==> config.mk <==
export PLATFORM = sky130hd
export DESIGN_NAME = median_window_filter
export DESIGN_NICKNAME = d
export VERILOG_FILES = /design/src/rtl/median_window_filter.sv
export SDC_FILE = /design/constraint.sdc
export NUM_CORES = 1
export LEC_CHECK = 0
export ABC_AREA = 0
export CORE_MARGIN = 3
export CORE_UTILIZATION = 59
export CTS_BUF_LIST = sky130_fd_sc_hd__clkbuf_4 sky130_fd_sc_hd__clkbuf_8
export CTS_CLUSTER_DIAMETER = 100
export DETAILED_ROUTE_END_ITERATION = 8
export PLACE_DENSITY = 0.88
export SKIP_CTS_REPAIR_TIMING = 1
export SLEW_MARGIN = 0
export SYNTH_ARGS = -nofsm -noshare
export SYNTH_HDL_FRONTEND = slang
export SYNTH_SLANG_ARGS = --single-unit
==> constraint.sdc <==
create_clock -name clk -period 6.2 [get_ports clk]
set_clock_uncertainty 0.1 [all_clocks]
set_input_delay 0.93 -clock clk [delete_from_list [all_inputs] [get_ports clk]]
set_output_delay 0.93 -clock clk [all_outputs]
set_load 0.05 [all_outputs]
==> src/rtl/median_window_filter.sv <==
// Streaming 5-tap sliding-window median filter.
// The median is found by odd-even transposition sort, one pass per clock.
module median_window_filter #(
    parameter int DATA_W = 4
) (
    input  logic              clk,
    input  logic              rst_n,
    input  logic              flush,
    input  logic              in_valid,
    input  logic [DATA_W-1:0] in_data,
    output logic              in_ready,
    output logic              out_valid,
    output logic [DATA_W-1:0] out_data,
    input  logic              out_ready,
    output logic [2:0]        fill_cnt
);

    typedef enum logic [1:0] {
        IDLE,
        SORT,
        OUT
    } state_t;

    state_t state;
    state_t state_nx;

    logic [4:0][DATA_W-1:0] win;
    logic [4:0][DATA_W-1:0] scr;
    logic [4:0][DATA_W-1:0] scr_nx;
    logic [2:0]             pass_cnt;
    logic [2:0]             fill_inc;
    logic                   accept;
    logic                   last_pass;
    logic                   win_full;

    assign in_ready  = (state == IDLE);
    assign out_valid = (state == OUT);
    assign accept    = in_valid & in_ready & ~flush;
    assign last_pass = (pass_cnt == 3'd4);
    assign fill_inc  = (fill_cnt == 3'd5) ? 3'd5 : fill_cnt + 3'd1;
    assign win_full  = (fill_inc == 3'd5);

    // Returns {min, max}; equal values keep their order.
    function automatic logic [2*DATA_W-1:0] cswap(
        input logic [DATA_W-1:0] lo,
        input logic [DATA_W-1:0] hi
    );
        if (lo > hi) begin
            return {hi, lo};
        end
        return {lo, hi};
    endfunction

    always_comb begin
        scr_nx = scr;
        if (!pass_cnt[0]) begin
            {scr_nx[0], scr_nx[1]} = cswap(scr[0], scr[1]);
            {scr_nx[2], scr_nx[3]} = cswap(scr[2], scr[3]);
        end else begin
            {scr_nx[1], scr_nx[2]} = cswap(scr[1], scr[2]);
            {scr_nx[3], scr_nx[4]} = cswap(scr[3], scr[4]);
        end
    end

    always_comb begin
        state_nx = state;
        if (flush) begin
            state_nx = IDLE;
        end else begin
            unique case (state)
                IDLE: begin
                    if (accept && win_full) begin
                        state_nx = SORT;
                    end
                end
                SORT: begin
                    if (last_pass) begin
                        state_nx = OUT;
                    end
                end
                OUT: begin
                    if (out_ready) begin
                        state_nx = IDLE;
                    end
                end
                default: state_nx = IDLE;
            endcase
        end
    end

    always_ff @(posedge clk or negedge rst_n) begin
        if (!rst_n) begin
            state <= IDLE;
        end else begin
            state <= state_nx;
        end
    end

    always_ff @(posedge clk or negedge rst_n) begin
        if (!rst_n) begin
            win      <= '0;
            scr      <= '0;
            pass_cnt <= '0;
            fill_cnt <= '0;
            out_data <= '0;
        end else if (flush) begin
            win      <= '0;
            fill_cnt <= '0;
            pass_cnt <= '0;
        end else begin
            unique case (state)
                IDLE: begin
                    if (accept) begin
                        win      <= {win[3:0], in_data};
                        fill_cnt <= fill_inc;
                        if (win_full) begin
                            // Sort the updated window, not the old one.
                            scr      <= {win[3:0], in_data};
                            pass_cnt <= '0;
                        end
                    end
                end
                SORT: begin
                    scr      <= scr_nx;
                    pass_cnt <= pass_cnt + 3'd1;
                    if (last_pass) begin
                        out_data <= scr_nx[2];
                    end
                end
                default: begin
                end
            endcase
        end
    end

endmodule

Word-level counts from Yosys, hierarchy flattened. Index checks and enable logic that the tools add are counted. W data, S select, Z words.

Output and inout port bits: 9. Bits in registers: 48. Input bits: 9.

Multiplexer cells: 38. $lt $le $gt $ge: 4. Add/sub/neg operators: 2. Equality and inequality tests: 20. Bitwise gates (word level): 3. Reductions and logical operators: 15.

Operator list (count): $mux W8 (8); $mux W16 (3); $mux W20 (2); $pmux W20 S2 (1); $reduce_and A6 Y1 (4); $mux W3 (7); $gt A4 B4 Y1 (4); $ne A3 B3 Y1 const B (5); $mux W12 (1); $ne A3 B2 Y1 const B (4); $eq A3 B3 Y1 const B (3); $reduce_and A3 Y1 (3); $mux W1 (8); $mux W2 (4); $mux W4 (2); $ne A2 B2 Y1 const B (4); $add A3 B1 Y3 const B (2); $pmux W2 S3 (1); $pmux W3 S2 (1); $reduce_bool A2 Y1 (3); $ne A2 B1 Y1 const B (2); $reduce_and A4 Y1 (1); $reduce_bool A3 Y1 (1); $and A1 B1 Y1 (2); other kinds (6) (6).

Logic depth before layout (Yosys ltp). Gate-level depths: netlist of run 1.

Word-level depth: 7. Depth in mapped cells: 8.

Worst setup path before layout of run 1. No wires, ideal clock.

Path kind: flip-flop to output port. Start point: register state[1]. End point: output out_valid. Arrival: 1236 ps. Path slack: 3934 ps. Buffers on the path: 0. Required time: 5170 ps. Stages on the path, launching flop included: 3. Path through: dfrtp_1 -> inv_1 -> nor2_1.

Longest elaborated chain between the ends: 1.

Ends and longest elaborated chain: start: declaration (RTL line 24) `state_t state;`; start signal: assignment (RTL line 95) `state <= state_nx;`; $eq A2 B2 Y1 (RTL line 37) `assign out_valid = (state == OUT);`; end: declaration (RTL line 12) `output logic out_valid,`.

No other way between the ends.

Worst setup path in the final report of run 1. Same ends and word-level chain as after synthesis.

==> metrics.cfg, run 1 <==
[synthesis]
ys_seq_area_frac=0.3992
yosys.area_share.xor_xnor=0.002911
synth_mux_area_frac=0.07900
synth-edff-count=0
ys_async_sr_fraction=1.000
netlist.area_leader.share=0.3992
synthCells=313
synth_compound_area_frac=0.2304
synth-main-ff-cell=dfrtp_1
ys_warn_count=0
synth_top_family_by_area=compound AO/OA/AOI/OAI gates
synthDistinctLibCells=58
yosys.area.top_type=dfrtp_1
synth.area.top_cells=dfrtp_1 (40%), ha_1 (7.5%), a21oi_1 (6.0%)
syn_nets=340
synth-simple-area-share=0.1476
synth.cell_area_um2=3009
ys_ff_latch=48
syn_area_per_cell_um2=9.614
synth_fa_ha_area_frac=0.07484

[clock_tree]
cts_buffers=5
htree_levels=2
cts_tree=done
cts_sinks=48
cts_root_buf=clkbuf_8
insertion_delay_ps=300
clockBufferDepth=2
cts.clk_slew.worst_paths_ps=90

[sta]
max_freq_mhz=339.3
rsz0062_at_grt=no
setup_viol=0
worst_slack_ps=3253
fin_crit_ps=2947
finalCritPeriodShare=0.4753
worst_slew_pin_slew_ps=1152
relSlewSlack=0.2286
finalHoldViolCount=0
finalSetupTns_ps=0
slew_violations=0

[cells_and_area]
area_growth_pct=8.274
layout-drive-gt1-share=0.1115
final_core_util=0.6764
layout.nets=349
final_area_um2=3258
layout_commonest_cell=dfrtp_1
final_cell_count_no_fill=390
final_cell_mix=dfrtp_1 (48), nand2_1 (45), a21oi_1 (36)
diodes=0

[job]
max_cap_violations=0

[detailed_routing]
drt_iter0_drc=211
firstDrtPassIters=4
wl_per_cell_um=17.08
drcViolationCount=0
ant_nets=0
drt-total-wl_um=6662
viasPerCell=6.118
vias=2386

[floorplan]
ios=18
rows=25
core_um2=4817
start_util=0.6247
die_h_um=77.42
dieArea_um2=5993
die_w_um=77.42

[setup_path]
path_buf_inv=2
cp_top_family=buffers and inverters
cp.required_ps=5170
slowest_delay_ps=810
cp-end-kind=output pin
arrival_ps=1920
slowest_stage=clkdlybuf4s50_1
cp_cell_sequence=inv_1 > nor2_1 > clkdlybuf4s50_1
critical_path.startpoint_type=flip-flop
cp_max_fo=6
path_class=reg -> out

[power_and_ir_drop]
peakVddDrop_uv=155.1
p_leak_nw=1.404
p_per_area_nw_per_um2=263.3

[placed_design]
place_ws_ps=2940
dp_hpwl_um=4705
gp_congestion=0.9232
dpl-instance-area_um2=3143
portBuffers=17
placed_cells=382

[grt]
grt_pass1_wl_um=11610
grtUsageTotal=0.2438
grt.overflow.total=0
grt_start_max_net_pins=49
antenna_found_initial=0
grt_pass1_vias=2352

[outcome]
status=finished, final reports clean

[min_path]
hold_path.class=reg -> reg

==> cell usage after synthesis, types with 4 or more instances <==
master	instances
inv_1	20
nand4_1	6
nand2_1	45
o21ai_0	8
ha_1	18
buf_6	7
o211ai_1	6
mux2i_1	17
o22ai_1	7
nor2_1	19
a211oi_1	5
mux2_1	4
a21oi_1	36
o31ai_1	4
dfrtp_1	48
==> tightest hold or removal path, cell delays in order, from the launching register on <==
cell and delay, ps:
dfrtp_1 350, nand2_1 50, o31ai_1 50
==> final cells by class <==
| type | count | area, µm² |
|---|---|---|
| Clock buffer | 5 | 68.82 |
| Clock inverter | 3 | 46.29 |
| Fill cell | 395 | 1559 |
| Inverter | 21 | 78.83 |
| Multi-Input combinational cell | 229 | 1614 |
| Sequential cell | 48 | 1201 |
| Tap cell | 67 | 83.83 |
| Timing Repair Buffer | 17 | 165.2 |
==> worst paths after layout <==
check | from | to | slack [ps] | cells after the start
min reg2reg | out_data[0] | out_data[0] | 380 | 2
min | out_data[0] | out_data[0] | 380 | 2
max reg2reg | state[0] | pass_cnt[2] | 3890 | 4
max in group asynchronous | rst_n | win[9] | 4650 | 1
max | state[1] | out_valid | 3250 | 3
min in group asynchronous | rst_n | scr[11] | 700 | 1
==> per-stage QoR <==
| stage | power [mW] | hold slack, ps |
|---|---|---|
| 4_1_cts | 0.8594 | 387.1 |
| 3_5_place_dp | 0.6272 | 366.8 |
| 5_1_grt | 0.9133 | 429.7 |
| 3_3_place_gp | 0.6173 | 362.8 |
| 2_1_floorplan | 0.5636 | 401.0 |
| 6_report | 0.8580 | 382.3 |
==> power breakdown <==
part | internal, mW | leakage, nW | total [mW] | switching (mW)
logic | 0.0966 | 0.727 | 0.256 | 0.159
registers | 0.339 | 0.622 | 0.368 | 0.0286
clock network | 0.122 | 0.0548 | 0.234 | 0.113
total | 0.557 | 1.40 | 0.858 | 0.301
==> layer usage <==
metal,wire [µm],global-route usage,vias up,share of wire
met5,0,0,-,0
met4,131,0.07295,0,0.020
met3,297,0.03828,15,0.045
met2,3199,0.3851,67,0.48
met1,3034,0.3469,1159,0.46
li1,-,-,1145,-
==> flip-flops by register name (all words and copies together), names as in the netlist <==
name / cells
out_data: 4
state: 2
pass_cnt: 3
win: 16
fill_cnt: 3
scr: 20
==> cells by family (layout without fill, tap and decap cells) <==
group | after synthesis | count (layout)
and+or+nand+nor | 91 | 91
buffers and inverters | 36 | 46
muxes | 23 | 23
DFF | 48 | 48
xor gates and xnor gates | 1 | 1
adders and majority gates | 18 | 18
AOI/OAI and AO/OA | 96 | 96
(Power assumes the default switching activity.)
==> run 2: changes to the inputs <==
clock period = 2.9 ns   (was 6.2 ns; I/O delays follow)
==> metrics.cfg, run 2 (synthesis gave the netlist of run 1 again) <==
[outcome]
status=complete, but fails checks  ; was finished, final reports clean
violations=negative hold slack

[power_and_ir_drop]
p_leak_nw=1.429  ; was 1.404 nW
peakVddDrop_uv=332.9  ; was 155.1 µV
seqPwrFrac=0.426  ; was 0.429
pwr-share-comb=0.303  ; was 0.298
p_per_area_nw_per_um2=562.4  ; was 263.3 nW/µm²
internal-power_mw=1.197  ; was 557.4 µW
netSwitchingFraction=0.3542  ; was 0.3503
p_switching_uw=656.4  ; was 300.5 µW
clkPwrFrac=0.271  ; was 0.273

[setup_path]
r2r_setup_slack_ps=630  ; was 3890 ps
arrival_ps=1930  ; was 1920 ps
reg2reg_to=scr[13]  ; was pass_cnt[2]
r2r_cells=7  ; was 4
crit_end=out_valid  ; unchanged
path_class=reg -> out  ; unchanged
cp.required_ps=2370  ; was 5170 ps
cp_max_fo=6  ; unchanged
critPathLaunch=state[1]  ; unchanged
cp-end-kind=output pin  ; unchanged
critical_path.startpoint_type=flip-flop  ; unchanged
r2r-start=scr[13]  ; was state[0]

[cells_and_area]
final_area_um2=3296  ; was 3258 µm²
area_growth_pct=9.522  ; was 8.274%
final_cell_mix=dfrtp_1 (48), nand2_1 (45), a21oi_1 (36)  ; unchanged
diodes=0  ; unchanged
layout.nets=354  ; was 349
largest_reg_flops=20  ; unchanged
largest-register=scr  ; unchanged
layout_commonest_cell=dfrtp_1  ; unchanged
layout-drive-gt1-share=0.1250  ; was 0.1115
reg.largest.list=scr: 20 flops, win: 16 flops, out_data: 4 flops  ; unchanged

[clock_tree]
cts_buffers=5  ; unchanged
cts_root_buf=clkbuf_8  ; unchanged
cts.clk_slew.worst_paths_ps=100  ; was 90 ps
htree_levels=2  ; unchanged
clockBufferDepth=2  ; unchanged
insertion_delay_ps=310  ; was 300 ps
cts_tree=done  ; unchanged
cts_sinks=48  ; unchanged

[grt]
grt_start_max_net_pins=27  ; was 49
grt_pass1_vias=2497  ; was 2352
grt.overflow.total=0  ; unchanged
antenna_found_initial=0  ; unchanged
grt_pass1_wl_um=11920  ; was 11610 µm
grtUsageTotal=0.2488  ; was 0.2438

[sta]
relSlewSlack=0.4601  ; was 0.2286
finalHoldViolCount=6  ; was 0
worst_slew_pin_slew_ps=809.9  ; was 1152 ps
finalCritPeriodShare=0.8491
max_freq_mhz=406.1
slew_violations=0  ; unchanged
setup_viol=0  ; unchanged
finalSetupTns_ps=0  ; unchanged
worst_hold_slack_ps=-13.76  ; was 382.3 ps
rsz0062_at_grt=no  ; unchanged
fin_crit_ps=2463

[floorplan]
core_um2=4817  ; unchanged
start_util=0.6247  ; unchanged
dieArea_um2=5993  ; unchanged
ios=18  ; unchanged
die_w_um=77.42  ; unchanged
rows=25  ; unchanged
die_h_um=77.42  ; unchanged

[placed_design]
gp_congestion=0.8920  ; was 0.9232
portBuffers=17  ; unchanged
dpl-instance-area_um2=3181  ; was 3143 µm²
dp_hpwl_um=4955  ; was 4705 µm

[detailed_routing]
vias=2473  ; was 2386
wl_per_cell_um=17.88  ; was 17.08 µm
firstDrtPassIters=5  ; was 4
drt_iter0_drc=337  ; was 211
viasPerCell=6.261  ; was 6.118
drt-total-wl_um=7062  ; was 6662 µm
ant_nets=0  ; unchanged
drcViolationCount=0  ; unchanged

[min_path]
hold_path.class=in -> async  ; was reg -> reg

[job]
max_cap_violations=0  ; unchanged

==> run 2: worst min-delay path by stage <==
stage	cells past startpoint	endpoint	slack, ps	start
CTS	1	out_data[1]	5	rst_n
global route	1	out_data[1]	20	rst_n
global placement	1	out_data[1]	340	rst_n
detailed placement	1	out_data[1]	330	rst_n
finish	1	out_data[1]	-10	rst_n
floorplan	0	fill_cnt[0]	40	rst_n
==> run 2: layer usage <==
| metal | global-route usage | wire length (µm) |
|---|---|---|
| met1 | 0.3341 | 2929 |
| met2 | 0.4050 | 3578 |
| met3 | 0.04640 | 429 |
| met4 | 0.08541 | 126 |
| met5 | 0 | 0 |
==> run 2: power groups by stage <==
stage / Clock, mW / Combinational [mW] / Sequential, mW
CTS: 0.505 / 0.558 / 0.786
finish: 0.502 / 0.561 / 0.790
detailed placement: 0 / 0.552 / 0.799
global route: 0.535 / 0.619 / 0.798
global placement: 0 / 0.527 / 0.796
floorplan: 0 / 0.422 / 0.783
==> run 2: layout make-up <==
cell class	instances	area (µm²)
clock inverter	3	46.29
multi-input combinational	229	1614
inverter	21	78.83
tap	67	83.83
fill	385	1521
sequential	48	1201
timing repair buffer	22	202.7
clock buffer	5	68.82
==> run 2: worst max-delay path: stages (launching register included) <==
cell and delay, ps:
dfrtp_1 550, inv_1 150, nor2_1 110, clkdlybuf4s50_1 810
==> run 2: metrics by stage <==
stage	setup slack (ps)	hold WS, ps	total power [mW]	std cells	util
2_1_floorplan	827.1	39.41	1.205	313	-
3_5_place_dp	624.3	334.9	1.351	387	0.6603
5_1_grt	367.0	15.53	1.952	395	0.6842
6_report	437.5	-13.76	1.853	395	0.6842
3_3_place_gp	659.1	343.7	1.323	387	0.6603
4_1_cts	446.0	4.659	1.849	395	0.6842
==> run 3: changes to the inputs <==
clock period = 2.53 ns   (was 2.9 ns; I/O delays follow)
==> metrics.cfg, run 3 (synthesis gave the netlist of run 1 again) <==
[outcome]
status=complete, but fails checks  ; unchanged
violations=negative hold slack  ; unchanged

[cells_and_area]
seq_area_um2=1201  ; unchanged
layout.nets=358  ; was 354
diodes=0  ; unchanged
multi_input_area_um2=1614  ; unchanged
final_cell_count_no_fill=399  ; was 395
layout-drive-gt1-share=0.1355  ; was 0.1250
layout_commonest_cell=dfrtp_1  ; unchanged
final_core_util=0.6868  ; was 0.6842
largest-register=scr  ; unchanged
reg.largest.list=scr: 20 flops, win: 16 flops, out_data: 4 flops  ; unchanged
area_growth_pct=9.938  ; was 9.522%
largest_reg_flops=20  ; unchanged
fillCellCount=378  ; was 385
final_cell_mix=dfrtp_1 (48), nand2_1 (45), a21oi_1 (36)  ; unchanged

[setup_path]
cp_max_fo=6  ; unchanged
path_class=reg -> out  ; unchanged
r2r_cells=7  ; unchanged
slowest_delay_ps=810  ; about the same
critical_path.startpoint_type=flip-flop  ; unchanged
cp-end-kind=output pin  ; unchanged
slowest_stage=clkdlybuf4s50_1  ; unchanged
arrival_ps=1940  ; was 1930 ps
cp_cell_sequence=inv_1 > nor2_1 > clkdlybuf4s50_1  ; unchanged
cp.required_ps=2050  ; was 2370 ps

[sta]
worst_slew_pin_slew_ps=640.0  ; was 809.9 ps
finalCritPeriodShare=0.9545
slew_violations=0  ; unchanged
finalSetupTns_ps=0  ; unchanged
finalHoldViolCount=26  ; was 6
worst_hold_slack_ps=-16.49  ; was -13.76 ps
max_freq_mhz=414.1
rsz0062_at_grt=no  ; unchanged
fin_crit_ps=2415
setup_viol=0  ; unchanged
relSlewSlack=0.5734  ; was 0.4601

[grt]
grt.overflow.total=0  ; unchanged
grt_start_max_net_pins=29  ; was 27
use_met1=0.3207  ; was 0.3341
grtUsageMet3=0.03828  ; was 0.04640
grt_pass1_wl_um=11580  ; was 11920 µm
grt.busiest_layer=met2  ; unchanged
antenna_found_initial=0  ; unchanged
grt_pass1_vias=2443  ; was 2497
met2_usage=0.4093  ; was 0.4050
grtUsageTotal=0.2433  ; was 0.2488

[clock_tree]
cts_root_buf=clkbuf_8  ; unchanged
cts_sinks=48  ; unchanged
clockBufferDepth=2  ; unchanged
cts_tree=done  ; unchanged
cts_buffers=5  ; unchanged
cts.clk_slew.worst_paths_ps=90  ; was 100 ps
htree_levels=2  ; unchanged
insertion_delay_ps=310  ; about the same

[power_and_ir_drop]
p_leak_nw=1.436  ; was 1.429 nW
peakVddDrop_uv=535.7  ; was 332.9 µV
p_per_area_nw_per_um2=616.9  ; was 562.4 nW/µm²

[floorplan]
die_h_um=77.42  ; unchanged
dieArea_um2=5993  ; unchanged
rows=25  ; unchanged
ios=18  ; unchanged
core_um2=4817  ; unchanged
start_util=0.6247  ; unchanged
die_w_um=77.42  ; unchanged

[placed_design]
dp_hpwl_um=5109  ; was 4955 µm
placed_cells=391  ; was 387
gp_congestion=0.8846  ; was 0.8920
portBuffers=17  ; unchanged

[detailed_routing]
ant_nets=0  ; unchanged
wl_per_cell_um=17.20  ; was 17.88 µm
drcViolationCount=0  ; unchanged
viasPerCell=6.110  ; was 6.261
drt_iter0_drc=174  ; was 337
drt-total-wl_um=6864  ; was 7062 µm
vias=2438  ; was 2473
firstDrtPassIters=5  ; unchanged

[min_path]
hold_path.class=in -> async  ; unchanged

[job]
max_cap_violations=0  ; unchanged

run 3: changes by cell type in the layout (fill, tap and decap cells not counted), sizes merged:
cell      previous run  this run
buf                  6        10
bufinv               1         0
clkbuf               5         6
inv                 22        21
clkinvlp             1         2
run 3: layout make-up:
| cell class | instances | share of cell area |
|---|---|---|
| clock buffer | 6 | 0.02496 |
| clock inverter | 2 | 0.004539 |
| tap | 67 | 0.02534 |
| multi-input combinational | 229 | 0.4879 |
| timing repair buffer | 26 | 0.07035 |
| sequential | 48 | 0.3631 |
| inverter | 21 | 0.02383 |
run 3: critical path, delay by kind of cell (launching register included):
kind                   cells  cell delay (ps)
buffers and inverters      2              970
DFF                        1              550
and+or+nand+nor            1              110
run 3: layer usage:
metal / vias to the layer above / share of wire
met1: 1154 / 0.43
met2: 108 / 0.48
met4: 0 / 0.021
li1: 1162 / -
met3: 14 / 0.061
met5: - / 0
run 3: worst paths after layout:
| check | start | slack (ps) | to |
|---|---|---|---|
| worst max-delay path | state[1] | 120 | out_valid |
| worst min-delay path | rst_n | -20 | scr[7] |
| worst min register to register | out_data[0] | 390 | out_data[0] |
| min in group clk | out_data[0] | 390 | out_data[0] |
| max in group asynchronous | rst_n | 1740 | state[0] |
| worst max register to register | scr[14] | 290 | scr[15] |
run 3: through the flow:
step	total power, mW	hold WS (ps)	setup WS [ps]	instance area, µm²
2_1_floorplan	1.381	-16.09	457.1	3009
3_3_place_gp	1.519	342.6	429.2	3211
3_5_place_dp	1.545	345.1	358.3	3211
4_1_cts	2.032	10.24	118.3	3308
5_1_grt	2.145	34.85	45.11	3308
6_report	2.041	-16.49	115.2	3308
run 3: where the power goes:
| part | total [mW] | internal (mW) | switching [mW] |
|---|---|---|---|
| clock | 0.494 | 0.222 | 0.273 |
| sequential | 0.901 | 0.831 | 0.0692 |
| combinational | 0.646 | 0.245 | 0.401 |
